`config.mk`:
```
export PLATFORM = sky130hd
export DESIGN_NAME = point_plotter
export DESIGN_NICKNAME = d
export VERILOG_FILES = /design/src/rtl/point_plotter.sv
export SDC_FILE = /design/constraint.sdc
export NUM_CORES = 1
export LEC_CHECK = 0
export CAP_MARGIN = 20
export CORE_UTILIZATION = 50
export CTS_CLUSTER_SIZE = 40
export DETAILED_ROUTE_END_ITERATION = 10
export PLACE_DENSITY = 0.71
export SYNTH_ARGS = -nofsm -noshare
export SYNTH_HDL_FRONTEND = slang
export SYNTH_SLANG_ARGS = --single-unit
```
`constraint.sdc`:
```
create_clock -name clk_in -period 4.27 [get_ports clk_in]
set_clock_uncertainty 0.15 [all_clocks]
set_input_delay 1.281 -clock clk_in [delete_from_list [all_inputs] [get_ports clk_in]]
set_output_delay 1.281 -clock clk_in [all_outputs]
set_load 0.02 [all_outputs]
```
`src/rtl/point_plotter.sv`:
```
// Point plotter: clears the framebuffer on each frame start, then writes buffered points as lit pixels.
// Optional saturating drop/clip statistics are enabled with `define PLOT_STATS_EN.
module point_plotter #(
  parameter int H_RES      = 320,
  parameter int V_RES      = 240,
  parameter int FIFO_DEPTH = 16,
  parameter int PIX_W      = 8,
  parameter logic [PIX_W-1:0] PIX_ON = {PIX_W{1'b1}}
) (
  input  logic                             clk_in,
  input  logic                             rst_in,
  input  logic                             frame_start_in,
  input  logic [8:0]                       x_in,
  input  logic [7:0]                       y_in,
  input  logic                             valid_in,
  output logic [$clog2(H_RES*V_RES)-1:0]   bram_addr_out,
  output logic [PIX_W-1:0]                 bram_data_out,
  output logic                             bram_we_out,
  output logic                             busy_out,
  output logic                             clear_done_out,
  output logic [15:0]                      drop_count_out,
  output logic [15:0]                      clip_count_out
);

  localparam int NPIX   = H_RES * V_RES;
  localparam int ADDR_W = $clog2(NPIX);
  localparam int PTR_W  = $clog2(FIFO_DEPTH);
  localparam logic [ADDR_W-1:0] LAST_ADDR = ADDR_W'(NPIX - 1);
  localparam logic [31:0] H_LIM = 32'(H_RES);
  localparam logic [31:0] V_LIM = 32'(V_RES);
  localparam logic [PTR_W:0] FIFO_FULL_CNT = (PTR_W+1)'(FIFO_DEPTH);

  localparam logic STATE_PLOT  = 1'b0;
  localparam logic STATE_CLEAR = 1'b1;

  logic              state_q, state_d;
  logic [ADDR_W-1:0] cnt_q, cnt_d;
  logic [ADDR_W-1:0] addr_q, addr_d;
  logic [PIX_W-1:0]  data_q, data_d;
  logic              we_q, we_d;
  logic              busy_q, busy_d;
  logic              done_q, done_d;

  logic [ADDR_W-1:0] fifo_mem [FIFO_DEPTH];
  logic [PTR_W-1:0]  rd_ptr_q, rd_ptr_d;
  logic [PTR_W-1:0]  wr_ptr_q, wr_ptr_d;
  logic [PTR_W:0]    count_q, count_d;

  logic              on_screen, push_req, push, pop, fifo_full;
  logic [PTR_W-1:0]  push_idx;
  logic [ADDR_W-1:0] push_addr;

  assign on_screen = (32'(x_in) < H_LIM) && (32'(y_in) < V_LIM);
  assign push_req  = valid_in && on_screen;
  assign push_addr = ADDR_W'(y_in) * ADDR_W'(H_RES) + ADDR_W'(x_in);
  assign fifo_full = (count_q == FIFO_FULL_CNT);

  // The bram_* registers hold the write for the next cycle; cnt_q is the next clear address.
  always_comb begin
    state_d = state_q;
    cnt_d   = cnt_q;
    addr_d  = addr_q;
    data_d  = data_q;
    we_d    = 1'b0;
    busy_d  = 1'b0;
    done_d  = 1'b0;
    pop     = 1'b0;
    if (frame_start_in) begin
      state_d = STATE_CLEAR;
      cnt_d   = ADDR_W'(1);
      we_d    = 1'b1;
      addr_d  = '0;
      data_d  = '0;
      busy_d  = 1'b1;
    end else if (state_q == STATE_CLEAR) begin
      we_d   = 1'b1;
      addr_d = cnt_q;
      data_d = '0;
      busy_d = 1'b1;
      if (cnt_q == LAST_ADDR) begin
        done_d  = 1'b1;
        state_d = STATE_PLOT;
        cnt_d   = '0;
      end else begin
        cnt_d = cnt_q + 1'b1;
      end
    end else if (count_q != '0) begin
      pop    = 1'b1;
      we_d   = 1'b1;
      addr_d = fifo_mem[rd_ptr_q];
      data_d = PIX_ON;
    end
  end

  // A frame start flushes the FIFO; a point arriving with it lands in the emptied FIFO.
  always_comb begin
    push     = push_req && (frame_start_in || !fifo_full || pop);
    push_idx = frame_start_in ? '0 : wr_ptr_q;
    rd_ptr_d = frame_start_in ? '0 : rd_ptr_q + PTR_W'(pop);
    wr_ptr_d = push_idx + PTR_W'(push);
    count_d  = frame_start_in ? (PTR_W+1)'(push)
                              : count_q + (PTR_W+1)'(push) - (PTR_W+1)'(pop);
  end

  always_ff @(posedge clk_in) begin
    if (push) fifo_mem[push_idx] <= push_addr;
  end

  always_ff @(posedge clk_in or posedge rst_in) begin
    if (rst_in) begin
      state_q  <= STATE_PLOT;
      cnt_q    <= '0;
      addr_q   <= '0;
      data_q   <= '0;
      we_q     <= 1'b0;
      busy_q   <= 1'b0;
      done_q   <= 1'b0;
      rd_ptr_q <= '0;
      wr_ptr_q <= '0;
      count_q  <= '0;
    end else begin
      state_q  <= state_d;
      cnt_q    <= cnt_d;
      addr_q   <= addr_d;
      data_q   <= data_d;
      we_q     <= we_d;
      busy_q   <= busy_d;
      done_q   <= done_d;
      rd_ptr_q <= rd_ptr_d;
      wr_ptr_q <= wr_ptr_d;
      count_q  <= count_d;
    end
  end

  assign bram_addr_out  = addr_q;
  assign bram_data_out  = data_q;
  assign bram_we_out    = we_q;
  assign busy_out       = busy_q;
  assign clear_done_out = done_q;

`ifdef PLOT_STATS_EN
  logic [15:0] drop_cnt_q, drop_cnt_d;
  logic [15:0] clip_cnt_q, clip_cnt_d;
  logic        drop_evt, clip_evt;

  assign drop_evt = push_req && !push;
  assign clip_evt = valid_in && !on_screen;

  always_comb begin
    drop_cnt_d = drop_cnt_q;
    clip_cnt_d = clip_cnt_q;
    if (drop_evt && (drop_cnt_q != 16'hFFFF)) drop_cnt_d = drop_cnt_q + 16'd1;
    if (clip_evt && (clip_cnt_q != 16'hFFFF)) clip_cnt_d = clip_cnt_q + 16'd1;
  end

  always_ff @(posedge clk_in or posedge rst_in) begin
    if (rst_in) begin
      drop_cnt_q <= '0;
      clip_cnt_q <= '0;
    end else begin
      drop_cnt_q <= drop_cnt_d;
      clip_cnt_q <= clip_cnt_d;
    end
  end

  assign drop_count_out = drop_cnt_q;
  assign clip_count_out = clip_cnt_q;
`else
  assign drop_count_out = 16'd0;
  assign clip_count_out = 16'd0;
`endif

endmodule

```
==> reports/metrics.yaml, run 1 <==
slew_violations: 0
synth_flop_cell: "edfxtp_1"
power-per-cell-area_mw_per_mm2: 447
cts_setup_buffers: 0
status: "finished, final reports clean"
fin_crit_sh_pct: 93.5
synth_top_area_share_pct: 59.2
first_global_vias: 7629
finalNetCount: 971
synthCells: 812
dp_cells: 1223
synthMostInstantiatedCell: "edfxtp_1"
cts_buffers: 34
wl_mm: 28.6
synth_area_mm2: 0.0138
insertion_delay_ns: 0.52
fillers: 1968
drt.antenna.violating_nets: 0
path_max_fanout: 16
clk_pin_slew_worst_paths_ns: 0.06
instances_no_fill: 1284
die_width_um: 168
start_util_pct: 51.1
finalSetupViolations: 0
synthDistinctLibCells: 57
placeableCoreArea_mm2: 0.0270
worst_pin_slew_ns: 0.942
rows: 60
cts_hold_buf: 0
final_area_mm2: 0.0161
post-place-ws_ns: -0.499
power_uw: 7190
busiest_layer: "met2"
tritoncts: "built"
die_y_um: 168
yosysSeqAreaShare_pct: 68.6
dieArea_mm2: 0.0283
yosys-top-cells-area: "edfxtp_1 (59%), mux4_2 (11%), dfrtp_1 (9.4%)"
critPathKind: "in2reg"
htreeDepth: 2
use_met2_pct: 33.6
cts-root-buf: "clkbuf_16"
whs_ns: 0.370
hpwlAfterDp_mm: 18.0
cp-start-kind: "primary input"
yosys-top-cells-count: "edfxtp_1 (272), mux4_2 (68), dfrtp_1 (52)"
fmax_mhz: 251
cts_sinks: 324
grt_pass1_wl_mm: 44.2
async_flop_share_pct: 16.0
avgRoutedWirePerCell_um: 22.2
drive_gt1_share_pct: 23.1
end_kind: "flip-flop"
grtUsageMet3_pct: 4.02
syn2layout_area_growth_pct: 16.7
viasPerCell: 5.90
register_area_mm2: 0.00947
drc: 0
final.setup.worst_slack_ns: 0.279
drtIter0Drc: 708
ys_warn_count: 0
p_leak_uw: 0.00554
grt-ovfl-total: 0
placed_cell_area_mm2: 0.0150
hold_violations: 0
hp-class: "reg2reg"
drv_cap: 0
worst_slew_margin_rel_pct: 37.2
clock_path_buffers: 3
multi_input_area_mm2: 0.00396
max-vdd-ir-drop_uv: 234
antenna_found_initial: 1
synth_edf_count: 272
finalCriticalPeriod_ns: 3.99
avgSynthCellArea_um2: 17.0
grt_max_degree: 40
synth_top_area_cell: "edfxtp_1"
io_pins: 81
critPathArrivalTime_ns: 4.05
via_count: 7578
crit_required_ns: 4.33
synth_seq_cells: 324
grt_setup_unrepaired: "no"
routabilityCongestion: 0.801
grt_use_total_pct: 21.0
first_pass_iters: 5
io_buffers: 48
grt_use_met1_pct: 29.7
sequential cells by signal (all words and copies together) (netlist names):
signal and flops:
cnt_q 17, busy_out 1, bram_we_out 1, bram_addr_out 17, bram_data_out 1, wr_ptr_q 4
state_q 1, count_q 5, clear_done_out 1, rd_ptr_q 4, fifo_mem 272
report_power, final:
group | internal [µW] | switching, µW | total [µW] | leakage, µW
sequential | 3590 | 46.8 | 3640 | 0.00315
combinational | 243 | 476 | 719 | 0.00188
clock | 1660 | 1170 | 2830 | 0.000514
total | 5500 | 1690 | 7190 | 0.00554
path summary, 6_finish.rpt:
path | from | to | slack (ns) | depth (start not counted)
max in group asynchronous | rst_in | clear_done_out$_DFF_PP0_ | 2.22 | 3
min reg2reg | cnt_q[16]$_DFFE_PP0N_ | bram_addr_out[16]$_DFFE_PP0P_ | 0.37 | 2
min in group asynchronous | rst_in | wr_ptr_q[1]$_DFF_PP0_ | 1.01 | 2
max | y_in[1] | fifo_mem[4][15]$_DFFE_PP_ | 0.28 | 9
min | cnt_q[16]$_DFFE_PP0N_ | bram_addr_out[16]$_DFFE_PP0P_ | 0.37 | 2
max reg2reg | count_q[3]$_DFF_PP0_ | count_q[4]$_DFF_PP0_ | 1.26 | 14
stage by stage:
step | TNS (ns) | util [%]
floorplan | 0 | -
global placement | -10.85 | 55.6
detailed placement | -14.60 | 55.6
CTS | 0 | 59.5
global route | 0 | 59.6
finish | 0 | 59.6
final cells by class:
type                    instances  area share, %
flip-flops and latches        324           58.8
multi-input cells             420           24.6
repair buffers                121           6.93
clock buffers                  44           5.51
well taps                     341           2.65
clock inverters                13           1.04
inverters                      20          0.466
diodes                          1         0.0155
timing repair:
action	CTS	global route
hold endpoints to repair	0	0
setup endpoints to repair	0	16
gates resized for setup	0	1
per-layer routing:
layer / part of all wire [%] / vias to the layer above
met5: 0 / -
met4: 1.9 / 0
met3: 6.8 / 48
met2: 48 / 302
met1: 43 / 3874
li1: - / 3354
cells in the final DEF (no fill, tap or decap), types with 3 or more instances in the layout:
cell / Yosys / layout
xnor2_1: 12 / 12
edfxtp_1: 272 / 272
nor2_1: 34 / 25
nor3_1: 25 / 20
nor3_2: 0 / 5
a22oi_1: 32 / 32
clkbuf_1: 23 / 10
a21o_1: 3 / 3
inv_1: 19 / 18
conb_1: 1 / 32
buf_12: 0 / 7
clkinv_1: 0 / 4
a211oi_2: 9 / 9
buf_4: 39 / 66
nor2b_1: 22 / 22
clkbuf_16: 0 / 34
dfrtp_1: 52 / 50
nand2_1: 18 / 18
a31oi_1: 8 / 8
clkinv_2: 0 / 3
a211oi_1: 11 / 11
nand4_1: 5 / 5
a211o_1: 3 / 3
xor2_1: 9 / 8
o21ai_0: 8 / 8
nor2_2: 0 / 9
nand3_1: 15 / 15
bufinv_16: 0 / 3
fa_1: 3 / 3
clkdlybuf4s50_1: 0 / 48
nand2b_1: 6 / 6
o21ai_1: 4 / 4
a22o_1: 5 / 5
mux4_2: 68 / 68
a21oi_1: 32 / 31
ha_1: 26 / 26
logic make-up after synthesis:
kind of cell               after synthesis  synth area share, %
xor gates and xnor gates                21                 1.33
and+or+nand+nor                        140                 5.27
adders and majority gates               29                 2.79
muxes                                   70                 11.3
buffers and inverters                   99                 4.07
DFF                                    324                 68.6
AOI/OAI and AO/OA                      128                 6.63
other                                    1               0.0272
critical path, cell delays in order:
cell             delay (ns)
clkdlybuf4s50_1        0.42
ha_1                   0.31
ha_1                   0.22
fa_1                   0.42
a211oi_1               0.31
o21bai_1               0.12
a21oi_1                0.18
xnor2_1                0.21
xor2_2                 0.57
No activity file was read; power rests on OpenSTA's default activity.
==> run 2: changes to the inputs <==
--- a/config.mk
+++ b/config.mk
@@ -10,6 +10,7 @@
 export CTS_CLUSTER_SIZE = 40
 export DETAILED_ROUTE_END_ITERATION = 10
 export PLACE_DENSITY = 0.71
+export SLEW_MARGIN = 25
 export SYNTH_ARGS = -nofsm -noshare
 export SYNTH_HDL_FRONTEND = slang
 export SYNTH_SLANG_ARGS = --single-unit
==> run 2 against run 1 <==
Compared with the run above: largest power group unchanged; largest cell class unchanged; sequential share of layout area unchanged; highest routed layer unchanged; via count down 0.45%; final cell count down 0.23%.
==> reports/metrics.yaml, run 2 (same netlist as run 1, synthesis figures left out) <==
io_buffers: 48  # unchanged
via_count: 7544  # -0.45%
start_util_pct: 51.1  # unchanged
insertion_delay_ns: 0.52  # about the same
cts_sinks: 324  # unchanged
placeableCoreArea_mm2: 0.0270  # unchanged
slew_violations: 0  # unchanged
cts_setup_buffers: 0  # unchanged
critPathKind: "in2reg"
largest_reg_flops: 272  # unchanged
power-per-cell-area_mw_per_mm2: 446  # -0.14%
largest-register: "fifo_mem"
grt_pass1_wl_mm: 44.2  # unchanged
critPathLaunch: "y_in[2]"
hpwlAfterDp_mm: 18.0  # unchanged
tritoncts: "built"
whs_path_depth: 2  # unchanged
end_kind: "flip-flop"
first_pass_iters: 5  # unchanged
drv_cap: 0  # unchanged
cts_buffers: 34  # unchanged
drtIter0Drc: 736  # +4.0%
fillers: 1966  # -0.10%
hold_violations: 0  # unchanged
clk_pin_slew_worst_paths_ns: 0.06  # about the same
worstHoldStart: "cnt_q[16]$_DFFE_PP0N_"
final_cell_mix: "edfxtp_1 (272), mux4_2 (68), buf_4 (63)"
grt_use_total_pct: 21.0  # unchanged
routabilityCongestion: 0.801  # unchanged
grt_use_met1_pct: 29.7  # unchanged
path_max_fanout: 16  # unchanged
critPathArrivalTime_ns: 4.06  # about the same
grt_setup_unrepaired: "no"
finalCriticalPeriod_ns: 4.00  # +0.0134 ns
cts-root-buf: "clkbuf_16"
clock_path_buffers: 3  # unchanged
layout_commonest_cell: "edfxtp_1"
grtUsageMet3_pct: 4.02  # unchanged
instances_no_fill: 1281  # -0.23%
cp-start-kind: "primary input"
dieArea_mm2: 0.0283  # unchanged
wl_mm: 28.5  # -0.26%
io_pins: 81  # unchanged
fmax_mhz: 250  # -0.33%
max-vdd-ir-drop_uv: 232  # -0.91%
use_met2_pct: 33.6  # unchanged
rows: 60  # unchanged
status: "finished, final reports clean"
cts.repair.resized: 0  # unchanged
viasPerCell: 5.89  # -0.22%
die_width_um: 168  # unchanged
grt_max_degree: 40  # unchanged
htreeDepth: 2  # unchanged
avgRoutedWirePerCell_um: 22.2  # about the same
drc: 0  # unchanged
rr_startpoint: "count_q[3]$_DFF_PP0_"
cts_hold_buf: 0  # unchanged
p_leak_uw: 0.00555  # about the same
die_y_um: 168  # unchanged
whs_ns: 0.372  # +0.00216 ns
grt-ovfl-total: 0  # unchanged
drive_gt1_share_pct: 23.2  # +0.074 points
antenna_found_initial: 1  # unchanged
syn2layout_area_growth_pct: 16.7  # unchanged
first_global_vias: 7629  # unchanged
dp_cells: 1223  # unchanged
drt.antenna.violating_nets: 0  # unchanged
busiest_layer: "met2"
fin_crit_sh_pct: 93.8  # +0.31 points
finalSetupViolations: 0  # unchanged
reg2reg_depth: 14  # unchanged
hp-class: "reg2reg"
finalNetCount: 968  # -0.31%
worst_slew_margin_rel_pct: 38.8  # +1.6 points
worst_pin_slew_ns: 0.918  # -0.0234 ns
crit_required_ns: 4.33  # about the same
run 2: cell types whose count changed in the layout (fill, tap and decap cells not counted):
cell / delta
xnor2_2: +3
xnor2_1: -3
buf_4: -3
run 2: metal layers:
layer	vias to the layer above	share of wire [%]
met5	-	0
met4	0	1.8
met3	43	6.4
met2	279	48
met1	3876	44
li1	3346	-
run 2: final cells by class:
type                       count  area, µm²  share of cell area (%)
sequential                   324       9470                    58.8
multi-input combinational    420       3980                    24.7
timing repair buffer         118       1090                    6.79
clock buffer                  44        888                    5.51
tap                          341        427                    2.65
clock inverter                13        168                    1.04
inverter                      20       75.1                   0.466
antenna                        1       2.50                  0.0155
run 2: final timing paths:
path	slack, ns	endpoint
worst max register to register	1.25	count_q[4]$_DFF_PP0_
worst max-delay path	0.27	fifo_mem[4][15]$_DFFE_PP_
worst min-delay path	0.37	bram_addr_out[16]$_DFFE_PP0P_
min in group asynchronous	1.01	wr_ptr_q[1]$_DFF_PP0_
max in group asynchronous	2.22	clear_done_out$_DFF_PP0_
worst min register to register	0.37	bram_addr_out[16]$_DFFE_PP0P_
run 2: power by group:
group          total (µW)  switching, µW  internal [µW]
Combinational         715            477            238
Sequential           3640           46.9           3590
Clock                2830           1160           1660
run 2: critical path: stages:
cell             delay [ns]
clkdlybuf4s50_1        0.43
ha_1                   0.35
ha_1                   0.32
a211oi_1               0.33
o21ai_1                0.17
a221oi_1               0.41
nand3_1                0.19
xor2_2                 0.57
run 2: per-stage QoR:
step                util (%)  total power [µW]  cell area, µm²  setup WS [ns]  setup TNS, ns
floorplan                  -              4140           13900         0.0272              0
global placement        55.6              4400           15000         -0.404         -10.85
detailed placement      55.6              4410           15000         -0.499         -14.60
CTS                     59.5              7230           16100         0.0162              0
global route            59.6              7440           16100         0.0594              0
finish                  59.6              7180           16100          0.266              0
